## config.mk

```make
export PLATFORM = sky130hd
export DESIGN_NAME = aes128_key_sched_ctrl
export DESIGN_NICKNAME = d
export VERILOG_FILES = /design/src/rtl/aes128_key_sched_ctrl_pkg.sv /design/src/rtl/aes128_key_sched_ctrl_g_word.sv /design/src/rtl/aes128_key_sched_ctrl.sv
export SDC_FILE = /design/constraint.sdc
export NUM_CORES = 2
export LEC_CHECK = 0
export BUFFER_PORTS_ARGS = -buffer_cell sky130_fd_sc_hd__buf_2
export CAP_MARGIN = 15
export CORE_ASPECT_RATIO = 1.2
export CORE_UTILIZATION = 35
export DETAILED_ROUTE_END_ITERATION = 10
export MAX_ROUTING_LAYER = met4
export PLACE_DENSITY = 0.6
export SLEW_MARGIN = 0
export SYNTH_ARGS = -nofsm -noshare
export SYNTH_HDL_FRONTEND = slang
export SYNTH_HIERARCHICAL = 1
export SYNTH_SLANG_ARGS = --single-unit
export TNS_END_PERCENT = 1
```

## constraint.sdc

```tcl
create_clock -name clk -period 34 [get_ports clk]
set_input_delay 6.8 -clock clk [delete_from_list [all_inputs] [get_ports clk]]
set_output_delay 6.8 -clock clk [all_outputs]
set_load 0.02 [all_outputs]
```

## src/rtl/aes128_key_sched_ctrl_pkg.sv

```systemverilog
// aes128_key_sched_ctrl_pkg: AES S-box, FSM state encoding and the Rcon xtime step
package aes128_key_sched_ctrl_pkg;
   localparam int NR_MAX = 10;
   typedef enum logic [2:0] {IDLE, LOAD, GWAIT, EXPAND, FIN} state_t;
   localparam logic [0:255][7:0] SBOX = {
      128'h637c777bf26b6fc53001672bfed7ab76,
      128'hca82c97dfa5947f0add4a2af9ca472c0,
      128'hb7fd9326363ff7cc34a5e5f171d83115,
      128'h04c723c31896059a071280e2eb27b275,
      128'h09832c1a1b6e5aa0523bd6b329e32f84,
      128'h53d100ed20fcb15b6acbbe394a4c58cf,
      128'hd0efaafb434d338545f9027f503c9fa8,
      128'h51a3408f929d38f5bcb6da2110fff3d2,
      128'hcd0c13ec5f974417c4a77e3d645d1973,
      128'h60814fdc222a908846eeb814de5e0bdb,
      128'he0323a0a4906245cc2d3ac629195e479,
      128'he7c8376d8dd54ea96c56f4ea657aae08,
      128'hba78252e1ca6b4c6e8dd741f4bbd8b8a,
      128'h703eb5664803f60e613557b986c11d9e,
      128'he1f8981169d98e949b1e87e9ce5528df,
      128'h8ca1890dbfe6426841992d0fb054bb16
   };
   function automatic logic [7:0] xtime(input logic [7:0] b);
      return {b[6:0], 1'b0} ^ (b[7] ? 8'h1b : 8'h00);
   endfunction
endpackage

```

## src/rtl/aes128_key_sched_ctrl_g_word.sv

```systemverilog
// aes128_key_sched_ctrl_g_word: registered RotWord/SubWord/Rcon stage of the key schedule
module aes128_key_sched_ctrl_g_word
   import aes128_key_sched_ctrl_pkg::*;
(
   input  logic        clk,
   input  logic        en,
   input  logic [31:0] word,
   input  logic [7:0]  rcon,
   output logic [31:0] g
);
   logic [31:0] r;
   always_ff @(posedge clk) if (en) r <= word;
   // Rcon is added in GF(2), so it is an XOR onto the rotated first byte
   assign g = {SBOX[r[23:16]] ^ rcon, SBOX[r[15:8]], SBOX[r[7:0]], SBOX[r[31:24]]};
endmodule

```

## src/rtl/aes128_key_sched_ctrl.sv

```systemverilog
// aes128_key_sched_ctrl: sequences AES-128 key expansion and stores all round keys
module aes128_key_sched_ctrl
   import aes128_key_sched_ctrl_pkg::*;
#(
   parameter int NR       = NR_MAX,
   parameter bit STORE_EN = 1'b1
) (
   input  logic         clk,
   input  logic         rst_n,
   input  logic         start,
   input  logic [127:0] key_in,
   output logic         busy,
   output logic         done,
   output logic         rk_valid,
   output logic [3:0]   rk_round,
   output logic [127:0] rk_out,
   input  logic [3:0]   rd_idx,
   output logic [127:0] rd_key
);
   localparam logic [3:0] LAST = 4'(NR);
   state_t state, nxt;
   logic accept, load, step, fin;
   logic [127:0] w, w_nxt;
   logic [3:0] round, rnd_nxt;
   logic [7:0] rcon;
   logic [NR:0] mask;
   logic [31:0] g;
   assign rnd_nxt = round + 4'd1;
   assign w_nxt[127:96] = w[127:96] ^ g;
   assign w_nxt[95:64]  = w[95:64] ^ w_nxt[127:96];
   assign w_nxt[63:32]  = w[63:32] ^ w_nxt[95:64];
   assign w_nxt[31:0]   = w[31:0] ^ w_nxt[63:32];
   aes128_key_sched_ctrl_g_word u_g (
      .clk  (clk),
      .en   (load | step),
      .word (load ? w[31:0] : w_nxt[31:0]),
      .rcon (rcon),
      .g    (g)
   );
   always_ff @(posedge clk or negedge rst_n)
      if (!rst_n) state <= IDLE;
      else state <= nxt;
   always_comb begin
      nxt = state;
      accept = 1'b0;
      load = 1'b0;
      step = 1'b0;
      fin = 1'b0;
      case (state)
         IDLE:    begin accept = start && !busy; nxt = accept ? LOAD : IDLE; end
         LOAD:    begin load = 1'b1; nxt = GWAIT; end
         GWAIT:   nxt = EXPAND;
         EXPAND:  begin step = 1'b1; nxt = (rnd_nxt == LAST) ? FIN : GWAIT; end
         FIN:     begin fin = 1'b1; nxt = IDLE; end
         default: nxt = IDLE;
      endcase
   end
   // busy stays high through the done cycle, so a start seen then is ignored
   always_ff @(posedge clk or negedge rst_n)
      if (!rst_n) begin
         busy <= 1'b0;
         done <= 1'b0;
         rk_valid <= 1'b0;
         rk_round <= '0;
         rk_out <= '0;
         w <= '0;
         round <= '0;
         rcon <= 8'h01;
         mask <= '0;
      end else begin
         busy <= accept ? 1'b1 : (done ? 1'b0 : busy);
         done <= fin;
         rk_valid <= load | step;
         if (accept) begin
            w <= key_in;
            rcon <= 8'h01;
            round <= '0;
            mask <= '0;
         end
         if (load) begin
            rk_round <= '0;
            rk_out <= w;
            mask[0] <= 1'b1;
         end
         if (step) begin
            w <= w_nxt;
            rk_out <= w_nxt;
            rk_round <= rnd_nxt;
            round <= rnd_nxt;
            rcon <= xtime(rcon);
            mask[rnd_nxt] <= 1'b1;
         end
      end
   if (STORE_EN) begin : g_store
      logic [127:0] keys [NR+1];
      always_ff @(posedge clk)
         if (load) keys[0] <= w;
         else if (step) keys[rnd_nxt] <= w_nxt;
      assign rd_key = (rd_idx <= LAST && mask[rd_idx]) ? keys[rd_idx] : '0;
   end else begin : g_nostore
      assign rd_key = '0;
   end
endmodule

```

==> run metrics <==
status finished, violations left; failing checks DRC; CTS tree built; Synth warnings 6; die height 540 um; Final setup viols 0; Mapped Cells about 6600; pin count of the biggest net entering global routing about 140; FILL cells between 20000 and 25000; initial antenna violation count 33; Hold Path Class reg2reg; Main synth FF type edfxtp_1; most common cell after layout, fill and taps aside edfxtp_1; Clock Path Buffers 4; post-cts resize count 0; root buffer cell clkbuf_16; most frequent CP cell buf_4; die area about 240000 um2; sequential area share after synthesis about three fifths; largest stage delay on the critical path between 0.8 and 0.9 ns; P&R area growth vs syn 12.3%; min cycle time layout about 17 ns; Startpoint Class primary input; Die Wd between 400 and 500 um; Mapped Nets 6833; GRT overflow 0; Clock H-tree levels 4; Clk Latency, worst-skew pair between 0.8 and 0.9 ns; WL/cell a little over 30 um; number of global-route vias before repair roughly 57000; dpl hpwl around 200 mm; Vias between 60000 and 70000; Slowest-stage cell, CP buf_4; fmax between 50 and 60 MHz; synthesized area between 80000 and 90000 um2; Slew Viols, Final 0; total track usage about a quarter; buffers added on ports 397; Layout Nets 7046; Worst Path Required ~27 ns; Crit path max-delay family buffers and inverters; async set or reset register ratio after synthesis between 15 and 20%; period utilization roughly 51%; Pre-Repair DR Iteration Count 10; Avg Cell Area, Syn roughly 13 um2; Rows around 200; share of layout cells above drive strength 1 roughly 17%; DR vias/cell between 5 and 6; Num CTS Buffers around 170; Core ar. 240000 um2; crit path max fanout between 50 and 60; Fin. Hold Viols 0; commonest cells after routing, fill and taps aside edfxtp_1, nand2_1, o21ai_0; Worst Tran Pin Value between 1 and 1.5 ns; CTS Sinks about 1700; crit path kind in2out; setup clock skew after layout 0.0497 ns; Rel. slew slack about a tenth; hold buffers post-CTS 0; WP buf/inv 4; DRT iter0 DRCs around 7500; unrepaired setup endpoints after global routing no; routed wire length 313 mm; EDFF count, synth 1440; I/O pins between 300 and 400; Synth cell types just under 100; remaining antenna violation count after routing 0; Starting Density a little over a third; crit-path cells buf_8 > buf_4 > buf_4 > mux2i_1 > a221oi_1 > o21ai_1 > a21oi_1 > buf_2; DRC Markers about 110; max_cap viols 0; CP arrival 10.66 ns; Post-CTS Setup Bufs 0; endpoint type of the worst setup path primary output; flops & latches, synth roughly 1700; Worst-path clk slew ~0.06 ns; first-pass GRT wire length about 440 mm; final setup TNS 0 ns; gpl congestion around 1
-- final cells by class --
class                           count  area, um2  share of cell area, %
Inverter                           76        293                  0.308
Multi-Input combinational cell   4256      31100                   32.7
Tap cell                         3184       3980                   4.20
Clock buffer                      231       4670                   4.92
Antenna cell                       19       47.5                 0.0501
Sequential cell                  1729      50500                   53.2
Clock inverter                     73        632                  0.666
Timing Repair Buffer              613       3760                   3.96
-- cell families (layout without fill, tap and decap cells) --
| kind of cell | Yosys count | in the layout | synth area share (%) |
|---|---|---|---|
| xor+xnor | 276 | 276 | 3.06 |
| fa+ha+maj | 64 | 64 | 0.948 |
| compound gates | 1760 | 1760 | 13.7 |
| mux | 680 | 680 | 10.8 |
| flops | 1729 | 1729 | 59.7 |
| buf+inv | 649 | 993 | 3.71 |
| other cells | 0 | 19 | 0 |
| simple gates | 1476 | 1476 | 8.02 |
-- synth_stat cells (all sizes together) (26+ instances only) --
library cell | count | area [um2]
o311ai | 58 | 508
ha | 64 | 801
a211oi | 58 | 440
nand2 | 591 | 2220
o31ai | 32 | 240
and2 | 35 | 221
dfrtp | 288 | 7210
nor2 | 331 | 1280
inv | 71 | 267
xnor2 | 162 | 1420
o21ai | 579 | 2900
mux2i | 408 | 4080
a221oi | 153 | 1350
o211ai | 52 | 390
edfxtp | 1440 | 43200
a211o | 38 | 333
nand3 | 109 | 546
mux4 | 177 | 3990
a221o | 110 | 1100
nor3 | 119 | 596
nor3b | 26 | 200
a311oi | 41 | 359
nor2b | 76 | 478
xor2 | 102 | 893
a21oi | 385 | 1930
a31oi | 61 | 397
nand2b | 75 | 469
buf | 311 | 1860
and3 | 27 | 169
mux2 | 95 | 1070
clkbuf | 262 | 983
-- sequential cells by signal, indices dropped and copies added, names as in the netlist --
signal and cells:
busy 1, done 1, g_store.keys 1408, mask 11, rcon 8, rk_out 128
rk_round 4, rk_valid 1, round 4, state 3, u_g/r 32, w 128
-- worst min-delay path, cell delays in order, from the launching register on --
cell     delay [ns]
dfrtp_1        0.35
nand2_1        0.05
o31ai_1        0.05
-- through the flow --
stage	instances	setup slack, ns	utilization [%]	area (um2)	hold WS (ns)
after floorplan	6634	19.03	-	84500	0.441
after CTS	10200	16.57	39.5	94800	0.491
final	10200	16.54	39.5	94900	0.491
after global routing	10200	16.37	39.5	94900	0.505
after global placement	9848	16.50	37.3	89500	0.469
after detailed placement	9850	16.57	37.3	89500	0.475
-- layer usage --
layer | vias up | global-route usage (%) | wire length [um]
met5 | - | - | 0
met4 | 0 | 14.5 | 20600
met3 | 588 | 3.42 | 22800
met2 | 2890 | 39.1 | 144000
met1 | 31100 | 32.9 | 125000
li1 | 25900 | - | -
-- worst paths after layout --
| check | from | end | slack, ns | depth (start not counted) |
|---|---|---|---|---|
| setup / recovery | rd_idx[0] | rd_key[119] | 16.54 | 8 |
| hold / removal | mask[9]$_DFF_PN0_ | mask[9]$_DFF_PN0_ | 0.49 | 2 |
| setup reg to reg | u_g/r[9]$_DFFE_PP_ | g_store.keys[7][18]$_DFFE_PP_ | 27.38 | 12 |
| hold reg to reg | mask[9]$_DFF_PN0_ | mask[9]$_DFF_PN0_ | 0.49 | 2 |
| max in group asynchronous | rst_n | state[1]$_DFF_PN0_ | 25.95 | 3 |
| min in group asynchronous | rst_n | rk_out[116]$_DFFE_PN0P_ | 5.95 | 1 |
Power is left out: the tool's default activity adds up to more than one toggle a clock period on the data nets, which glitch-free logic cannot reach.
